===== src/rtl/vga_sync_gen.sv =====
// VGA raster timing: pixel enable divider, h/v counters and registered sync/qualifier outputs.
// Every decode is taken from the next-state counters, so syncs line up with the coordinates they accompany.
module vga_sync_gen #(
    parameter int unsigned H_DISPLAY = 640,
    parameter int unsigned H_FRONT   = 16,
    parameter int unsigned H_SYNC    = 96,
    parameter int unsigned H_BACK    = 48,
    parameter int unsigned V_DISPLAY = 480,
    parameter int unsigned V_FRONT   = 10,
    parameter int unsigned V_SYNC    = 2,
    parameter int unsigned V_BACK    = 33,
    parameter int unsigned CLK_DIV   = 2,
    parameter bit          SYNC_POL  = 1'b0
) (
    input  logic       clk,
    input  logic       reset,
    output logic       pixel_tick,
    output logic [9:0] pixel_x,
    output logic [9:0] pixel_y,
    output logic       hsync,
    output logic       vsync,
    output logic       video_on,
    output logic       line_start,
    output logic       frame_start
);

    localparam int unsigned H_TOTAL = H_DISPLAY + H_FRONT + H_SYNC + H_BACK;
    localparam int unsigned V_TOTAL = V_DISPLAY + V_FRONT + V_SYNC + V_BACK;
    localparam int unsigned DIV_W   = (CLK_DIV > 1) ? $clog2(CLK_DIV) : 1;

    localparam logic [DIV_W-1:0] DIV_LAST = DIV_W'(CLK_DIV - 1);
    localparam logic [9:0] H_LAST   = 10'(H_TOTAL - 1);
    localparam logic [9:0] V_LAST   = 10'(V_TOTAL - 1);
    localparam logic [9:0] H_VIS    = 10'(H_DISPLAY);
    localparam logic [9:0] V_VIS    = 10'(V_DISPLAY);
    localparam logic [9:0] HS_START = 10'(H_DISPLAY + H_FRONT);
    localparam logic [9:0] HS_END   = 10'(H_DISPLAY + H_FRONT + H_SYNC);
    localparam logic [9:0] VS_START = 10'(V_DISPLAY + V_FRONT);
    localparam logic [9:0] VS_END   = 10'(V_DISPLAY + V_FRONT + V_SYNC);

    logic [DIV_W-1:0] r_div;
    logic [DIV_W-1:0] w_div_next;
    logic [9:0]       r_x;
    logic [9:0]       r_y;
    logic [9:0]       w_x_next;
    logic [9:0]       w_y_next;
    logic             w_x_wrap;
    logic             w_y_wrap;
    logic             r_tick;
    logic             r_hsync;
    logic             r_vsync;
    logic             r_video_on;
    logic             r_line_start;
    logic             r_frame_start;

    always_comb begin
        w_div_next = (r_div == DIV_LAST) ? '0 : r_div + DIV_W'(1);
        w_x_wrap   = r_tick && (r_x == H_LAST);
        w_y_wrap   = w_x_wrap && (r_y == V_LAST);
        w_x_next   = r_x;
        w_y_next   = r_y;
        // Coordinates only move on the edge that closes a pixel period.
        if (r_tick) begin
            if (w_x_wrap) begin
                w_x_next = 10'd0;
                w_y_next = (r_y == V_LAST) ? 10'd0 : r_y + 10'd1;
            end else begin
                w_x_next = r_x + 10'd1;
            end
        end
    end

    always_ff @(posedge clk) begin
        if (!reset) begin
            r_div         <= '0;
            r_x           <= 10'd0;
            r_y           <= 10'd0;
            r_tick        <= 1'b0;
            r_hsync       <= ~SYNC_POL;
            r_vsync       <= ~SYNC_POL;
            r_video_on    <= 1'b0;
            r_line_start  <= 1'b0;
            r_frame_start <= 1'b0;
        end else begin
            r_div         <= w_div_next;
            r_x           <= w_x_next;
            r_y           <= w_y_next;
            r_tick        <= (w_div_next == DIV_LAST);
            r_hsync       <= (w_x_next >= HS_START && w_x_next < HS_END) ? SYNC_POL : ~SYNC_POL;
            r_vsync       <= (w_y_next >= VS_START && w_y_next < VS_END) ? SYNC_POL : ~SYNC_POL;
            r_video_on    <= (w_x_next < H_VIS) && (w_y_next < V_VIS);
            r_line_start  <= w_x_wrap;
            r_frame_start <= w_y_wrap;
        end
    end

    assign pixel_tick  = r_tick;
    assign pixel_x     = r_x;
    assign pixel_y     = r_y;
    assign hsync       = r_hsync;
    assign vsync       = r_vsync;
    assign video_on    = r_video_on;
    assign line_start  = r_line_start;
    assign frame_start = r_frame_start;

endmodule

===== config.mk =====
export PLATFORM = sky130hd
export DESIGN_NAME = vga_sync_gen
export DESIGN_NICKNAME = d
export VERILOG_FILES = /design/src/rtl/vga_sync_gen.sv
export SDC_FILE = /design/constraint.sdc
export NUM_CORES = 1
export LEC_CHECK = 0
export ABC_AREA = 1
export BUFFER_PORTS_ARGS = -buffer_cell sky130_fd_sc_hd__buf_2
export CORE_ASPECT_RATIO = 1.25
export CORE_UTILIZATION = 25
export CTS_CLUSTER_SIZE = 12
export DETAILED_ROUTE_END_ITERATION = 16
export PLACE_DENSITY_LB_ADDON = 0.25
export SLEW_MARGIN = 5
export SYNTH_ARGS = -nofsm -noshare
export SYNTH_HDL_FRONTEND = slang
export SYNTH_SLANG_ARGS = --single-unit

===== constraint.sdc =====
create_clock -name clk -period 2 [get_ports clk]
set_input_delay 0 -clock clk [delete_from_list [all_inputs] [get_ports clk]]
set_output_delay 0 -clock clk [all_outputs]
set_load 0.005 [all_outputs]

## After elaboration in Yosys (flattened, before gate mapping)

Cells that the tools add are included.

- Flip-flop bits (word level): 26
- Word-level logic and storage cells: 33
- Input bits: 2
- Output and inout port bits: 26

- Bitwise logic cells: 1
- Eq/ne operators: 2
- Magnitude comparators: 6
- Add/subtract/negate cells: 3
- Mux-type cells: 7
- Reduce and logical (&&, ||, !) cells: 6

Operators with widths:

| kind | number |
|---|---|
| $mux W10 | 5 |
| $add A10 B1 Y10 const B | 2 |
| $eq A10 B10 Y1 const B | 2 |
| $lt A10 B10 Y1 const B | 2 |
| $lt A10 B9 Y1 const B | 2 |
| $ge A10 B10 Y1 const B | 1 |
| $ge A10 B9 Y1 const B | 1 |
| $logic_and A1 B1 Y1 | 5 |
| $mux W1 | 2 |
| $reduce_or A2 Y1 | 1 |
| $add A1 B1 Y1 const B | 1 |
| $not A1 Y1 | 1 |

## Depth between registers and ports, before layout

Gate-level depths: netlist (run 1).

- Word-level depth: 7
- Depth in mapped cells: 12
- Gate-level depth less buffers: 12

## Worst setup path before layout (run 1)

Ideal clock, no wire load.

- Kind: register -> register
- From: reg r_x[0] (netlist: pixel_x[0])
- To: reg r_vsync (netlist: vsync)
- Cell stages (with the launch flop): 11
- Clock period less this slack: 1559 ps
- Data required time: 1880 ps
- Data arrival time: 1439 ps
- Setup slack: 441 ps
- Buffers on the path: 0
- Library setup time: 120 ps
- Path through: dfxtp_1 -> ha_1 -> nand2_2 -> inv_1 -> nand2_1 -> nor2_4 -> nand2_1 -> xor2_1 -> nand3_1 -> nor2_2 -> nand2_1

- Cells in the longest elaborated chain, start to end: 7
- Elaborated cells between the ends (all ways): 8
- Classes of those cells: 2 x order compare; 1 x eq/ne; 3 x mux; 2 x reduce/logical

RTL lines:

| item | RTL line | RTL |
|---|---|---|
| from (decl) | 43 | `logic [9:0] r_x;` |
| from (signal assigned) | 86 | `r_x <= w_x_next;` |
| $eq A10 B10 Y1 * | 58 | `w_x_wrap = r_tick && (r_x == H_LAST);` |
| $logic_and A1 B1 Y1 * | 58 |  |
| $mux W10 * | 64 | `if (w_x_wrap) begin` |
| $mux W10 * | 63 | `if (r_tick) begin` |
| $ge A10 B9 Y1 / $lt A10 B9 Y1 (equally long branches) | 90 | `r_vsync <= (w_y_next >= VS_START && w_y_next < VS_END) ? SYNC_POL : ~SYNC_POL;` |
| $logic_and A1 B1 Y1 * | 90 |  |
| $mux W1 * | 90 |  |
| to (signal assigned) | 80 | `r_vsync <= ~SYNC_POL;` |
| to (signal assigned) | 90 |  |
| to (decl) | 51 | `logic r_vsync;` |

Every way passes the cells marked *; elsewhere a longest branch is shown, timed or not.
A chain may end at the register's enable or synchronous reset.

## Worst setup path in the final report (run 1)

Same ends and word-level chain as after synthesis.

==> results of run 1 <==
tightest hold or removal path, delay by kind of cell:
family	cells	cell delay, ns
AO/OA/AOI/OAI	2	0.10
buffers and inverters	2	0.65
how the worst max path moves through the flow:
stage,startpoint,endpoint,cells after the start
2_1_floorplan,pixel_x[0]$_SDFF_PN0_,vsync$_SDFF_PN1_,10
3_3_place_gp,pixel_x[0]$_SDFF_PN0_,vsync$_SDFF_PN1_,10
3_5_place_dp,pixel_x[0]$_SDFF_PN0_,vsync$_SDFF_PN1_,10
4_1_cts,pixel_x[0]$_SDFF_PN0_,vsync$_SDFF_PN1_,10
5_1_grt,pixel_x[0]$_SDFF_PN0_,vsync$_SDFF_PN1_,10
6_report,pixel_x[0]$_SDFF_PN0_,vsync$_SDFF_PN1_,10
per-layer routing:
layer	up-vias	GRT usage	wire, microns	share of wire
li1	768	-	-	-
met1	662	0.1573	1607	0.44
met2	30	0.2334	1823	0.50
met3	5	0.02315	164	0.045
met4	0	0.04909	57	0.016
met5	-	0	0	0
per-stage QoR:
step / instances / hold slack (ns) / util / power, mW / setup slack [ns]
3_5_place_dp: 317 / 0.2666 / 0.3023 / 0.5734 / 0.1624
4_1_cts: 322 / 0.5011 / 0.3171 / 1.023 / 0.1512
5_1_grt: 322 / 0.5576 / 0.3194 / 1.050 / 0.0007978
3_3_place_gp: 317 / 0.2575 / 0.3023 / 0.5734 / 0.1627
2_1_floorplan: 227 / 0.1384 / - / 0.5607 / 0.4409
6_report: 322 / 0.5095 / 0.3194 / 1.006 / 0.1731
logic make-up (layout without fill, tap and decap cells):
family                     after synthesis  count (layout)  synth area share
AOI/OAI and AO/OA                       16              16           0.06511
xor gates and xnor gates                 2               2           0.01215
adders and majority gates                3               3           0.02604
buffers and inverters                   39              70            0.1042
DFF                                     26              26            0.3611
and+or+nand+nor                        141             141            0.4314
what timing repair did:
item,4_1_cts,5_1_grt
endpoints found under the hold margin,1,0
hold buffers,1,0
resized for setup,0,2
setup endpoints to repair,0,2
Yosys cell counts (all sizes together):
master	n	area share
inv	36	0.094
o21bai	1	0.0052
a32o	1	0.0069
xor2	2	0.012
nand3	19	0.069
ha	3	0.026
a21oi	2	0.0069
o31ai	1	0.0052
nand4	7	0.030
or2	1	0.0043
buf	2	0.0078
nor3	4	0.022
nand2	55	0.15
and2	1	0.0043
clkbuf	1	0.0026
o21ai	11	0.041
nor2	54	0.15
dfxtp	26	0.36
power by group through the flow:
stage                     registers, mW  logic [mW]  clock network [mW]
final                             0.532      0.0307               0.444
after global routing              0.533      0.0351               0.481
after CTS                         0.532      0.0312               0.460
after detailed placement          0.544      0.0297                   0
after global placement            0.544      0.0297                   0
after floorplan                   0.540      0.0207                   0
layout make-up:
class / count / area share
clock buffer: 3 / 0.02359
clock inverter: 1 / 0.01716
inverter: 36 / 0.07720
multi-input combinational: 162 / 0.4475
sequential: 26 / 0.2974
tap: 64 / 0.04575
timing repair buffer: 30 / 0.09149
flip-flops by register name (all words and copies together) (netlist names):
register     flops
frame_start      1
hsync            1
line_start       1
pixel_tick       1
pixel_x         10
pixel_y         10
video_on         1
vsync            1
==> out/qor.yml, run 1 <==
run_status:
  status: "finished clean"
power:
  switchingPower_uw: 202.5
  cellPowerDensity_nw_per_um2: 574.8
  combPwrFrac: 0.030
  intPower_uw: 803.5
  sw_frac_of_total: 0.2013
  ir_worst_vdd_v: 0.0002572
  p_leak_nw: 0.8143
  pwr-share-seq: 0.529
  clockPowerShare: 0.441
detailed_routing:
  final_antenna_net_count: 0
  first_iter_violations: 77
  dr_total_vias: 1465
  drt_wl_total_microns: 3653
  wl_per_cell_microns: 11.34
  vias_per_cell: 4.550
  drc: 0
  firstDrtPassIters: 4
clocking:
  cts_max_level: 1
  post-cts-setup-buffer-count: 0
  root_buffer: "clkbuf_8"
  clk_latency_ns: 0.28
  cts_tree: "built"
  clkSinkCount: 26
  cts_max_path_buffers: 2
  cts_buffers: 3
  clk_pin_slew_ns: 0.09
global_routing:
  gr-total-overflow: 0
  grt_antenna_before_repair: 0
  grt_pass1_vias: 1397
  grt_pass1_wl_microns: 6306
  grt_start_max_net_pins: 18
  track_usage: 0.1312
worst_setup_path:
  crit_chain: "ha_1, nand2_2, inv_1, nand2_1, nor2_4, nand2_1, xor2_2, nand3_1, nor2_2, nand2_1"
  cpMaxStageDelayCell: "dfxtp_1"
  r2r_start: "pixel_x[0]$_SDFF_PN0_"
  path_delay_family: "simple AND/OR/NAND/NOR gates"
  crit_type: "flop to flop"
  r2r-end: "vsync$_SDFF_PN1_"
  slowest_delay_ns: 0.41
  worstRegToRegCells: 10
  cp_common_cell: "nand2_1"
  rrSetupSlack_ns: 0.17
  setup.worst_path.end_class: "flop"
  cp-start-kind: "flop"
  crit_required_ns: 2.17
  worstPathArrival_ns: 2.00
  critPathBufInv: 1
  worst-path-max-fanout: 6
layout:
  final_cell_mix: "52 x nand2_1, 49 x nor2_1, 36 x inv_1"
  ff_latch_area_sq_um: 520.5
  fill_cells: 625
  area_growth_pct: 21.44
  diodes: 0
  mostFrequentLayoutCell: "nand2_1"
  final_nets: 264
  drive_above_1_share: 0.1783
  stdcell_area_sq_um: 1750
  multiInputGateArea_sq_um: 783.3
timing:
  worst_pin_slew_ns: 0.5709
  maxSlewViolCount: 0
  period_share: 0.9134
  clock_skew_ns: 0.002087
  post-route-min-period_ns: 1.827
  rsz0062_at_grt: "false"
  setup_tns_ns: 0
  finalHoldViolations: 0
  final-setup-viol-count: 0
  max_freq_ghz: 0.5474
  slew_headroom: 0.6190
die:
  core-area_sq_um: 5480
  die_w_microns: 69.92
  dieArea_sq_um: 6075
  die_y_microns: 86.90
  ioPinCount: 28
  rows: 30
  start_util: 0.2630
place:
  placed_cell_area_sq_um: 1657
  port_buffers: 27
  hpwl_microns: 2864
  gp_congestion: 0.7861
yosys:
  syn_area_sq_um: 1441
  ys_seq_elements: 26
  yosysWarningCount: 0
  syn_area_per_cell_sq_um: 6.350
  mappedNetlistNets: 232
  synth_cell_type_count: 25
  synth_cells: 227
  ys_seq_area_frac: 0.3611
min_path:
  hold_path_class: "input pin to flop"
  min_path_cells: 4
  holdPathEnd: "pixel_y[0]$_SDFF_PN0_"
  hp-start: "reset"
job:
  max_cap_violations: 0
(Power assumes the default switching activity.)
==> run 2: changes to the inputs <==
==> constraint.sdc (replaced) <==
create_clock -name clk -period 2.1 [get_ports clk]
set_input_delay 0 -clock clk [delete_from_list [all_inputs] [get_ports clk]]
set_output_delay 0 -clock clk [all_outputs]
set_load 0.005 [all_outputs]
==> out/qor.yml, run 2 (synthesized netlist as in run 1, its figures left out) <==
clocking:
  clkSinkCount: 26  # unchanged
  cts_buffers: 3  # unchanged
  post-cts-setup-buffer-count: 0  # unchanged
  root_buffer: "clkbuf_8"
  cts_tree: "built"
  clk_pin_slew_ns: 0.09  # about the same
  cts_max_level: 1  # unchanged
  clk_latency_ns: 0.27  # about the same
  cts_max_path_buffers: 2  # unchanged
worst_setup_path:
  worst-path-max-fanout: 6  # unchanged
  worstPathArrival_ns: 2.01  # about the same
  path_delay_family: "simple AND/OR/NAND/NOR gates"
  worstRegToRegCells: 10  # unchanged
  cp_common_cell: "nand2_1"
  r2r_start: "pixel_x[0]$_SDFF_PN0_"
  startpoint: "pixel_x[0]$_SDFF_PN0_"
  slowest_delay_ns: 0.40  # about the same
  setup.worst_path.end_class: "flop"
  cp.depth: 10  # unchanged
  critPathBufInv: 1  # unchanged
  cp-start-kind: "flop"
  crit_type: "flop to flop"
  cpMaxStageDelayCell: "dfxtp_1"
  crit_chain: "ha_1, nand2_2, inv_1, nand2_1, nor2_4, nand2_1, xor2_1, nand3_1, nor2_2, nand2_1"
  crit_required_ns: 2.26  # +0.09 ns
job:
  max_cap_violations: 0  # unchanged
timing:
  final-setup-viol-count: 0  # unchanged
  maxSlewViolCount: 0  # unchanged
  max_freq_ghz: 0.5419  # -1.0%
  setup_tns_ns: 0  # unchanged
  worst_pin_slew_ns: 0.7062  # +0.1353 ns
  period_share: 0.8788  # -0.03464
  rsz0062_at_grt: "false"
  post-route-min-period_ns: 1.845  # +0.01860 ns
  finalHoldViolations: 0  # unchanged
  clock_skew_ns: 0.007634  # +0.005547 ns
  fin_ws_ns: 0.2545  # +0.08140 ns
  slew_headroom: 0.5287  # -0.09030
global_routing:
  gr-total-overflow: 0  # unchanged
  grt_start_max_net_pins: 22  # +4
  grt_antenna_before_repair: 0  # unchanged
  grt_pass1_wl_microns: 6196  # -1.7%
  grt_pass1_vias: 1400  # +0.21%
  track_usage: 0.1278  # -0.003426
layout:
  drive_above_1_share: 0.1680  # -0.01033
  mostFrequentLayoutCell: "nand2_1"
  diodes: 0  # unchanged
  stdcell_area_sq_um: 1707  # -2.5%
  utilization: 0.3114  # -0.007990
  final_cell_mix: "52 x nand2_1, 49 x nor2_1, 36 x inv_1"
  area_growth_pct: 18.40
  fill_cells: 639  # +2.2%
  final_nets: 262  # -0.76%
detailed_routing:
  firstDrtPassIters: 4  # unchanged
  dr_total_vias: 1467  # +0.14%
  drt_wl_total_microns: 3601  # -1.4%
  wl_per_cell_microns: 11.25  # -0.81%
  vias_per_cell: 4.584  # +0.76%
  drc: 0  # unchanged
  final_antenna_net_count: 0  # unchanged
  first_iter_violations: 63  # -18%
min_path:
  hp-start: "reset"
  min_path_cells: 4  # unchanged
  hold_path_class: "input pin to flop"
power:
  p_leak_nw: 0.7945  # -2.4%
  ir_worst_vdd_v: 0.0001942  # -24%
  cellPowerDensity_nw_per_um2: 503.4  # -12%
die:
  die_y_microns: 86.90  # unchanged
  dieArea_sq_um: 6075  # unchanged
  die_w_microns: 69.92  # unchanged
  ioPinCount: 28  # unchanged
  core-area_sq_um: 5480  # unchanged
  start_util: 0.2630  # unchanged
  rows: 30  # unchanged
place:
  gp_congestion: 0.8157  # +3.8%
  placed_cell_area_sq_um: 1642  # -0.91%
  port_buffers: 27  # unchanged
  place_worst_setup_slack_ns: 0.2747  # +0.1124 ns
  hpwl_microns: 2809  # -1.9%
run_status:
  status: "finished clean"
==> run 2: changes by cell type in the layout (fill, tap and decap cells not counted), sizes merged <==
cell    change
buf         -2
bufinv      -1
clkbuf      +1
==> run 2: through the flow <==
step                      hold WS (ns)  cells  power (mW)
after floorplan                 0.1384    227      0.5340
after global placement          0.2600    315      0.5448
after detailed placement        0.2599    315      0.5445
after CTS                       0.5118    320      0.8771
after global routing            0.5446    320      0.9044
final                           0.5249    320      0.8591
==> run 2: power by group <==
part           internal [mW]  switching, mW  total [mW]
combinational         0.0106         0.0171      0.0277
clock                  0.168          0.158       0.325
sequential             0.498        0.00803       0.506
total                  0.676          0.183       0.859
==> run 2: worst paths after layout <==
| check | to | slack [ns] |
|---|---|---|
| min reg2reg | pixel_x[0]$_SDFF_PN0_ | 0.53 |
| max | vsync$_SDFF_PN1_ | 0.25 |
| max reg2reg | vsync$_SDFF_PN1_ | 0.25 |
| min | pixel_y[0]$_SDFF_PN0_ | 0.52 |
==> run 2: per-layer routing <==
metal  share of wire  vias up  global-route usage  wire (microns)
met3           0.031        6             0.02199             111
met2            0.50       27              0.2255            1792
li1                -      765                   -               -
met5               0        -                   0               0
met4           0.016        0             0.04909              59
met1            0.45      669              0.1545            1638
==> run 2: layout make-up <==
class,instances,area (sq um),area share
Tap cell,64,80.08,0.04692
Sequential cell,26,520.5,0.3050
Inverter,36,135.1,0.07918
Timing Repair Buffer,28,145.1,0.08504
Multi-Input combinational cell,162,770.7,0.4516
Clock buffer,4,55.05,0.03226
==> run 2: what timing repair did <==
action / 4_1_cts / 5_1_grt
hold buffers: 1 / 0
resized for setup: 0 / 0
hold endpoints to repair: 1 / 0
setup endpoints to repair: 0 / 0
==> run 2: worst reg2reg max path: stages, from the launching register on <==
cell     delay [ns]
dfxtp_1        0.40
ha_1           0.24
nand2_2        0.09
inv_1          0.09
nand2_1        0.10
nor2_4         0.19
nand2_1        0.08
xor2_1         0.24
nand3_1        0.13
nor2_2         0.11
nand2_1        0.06
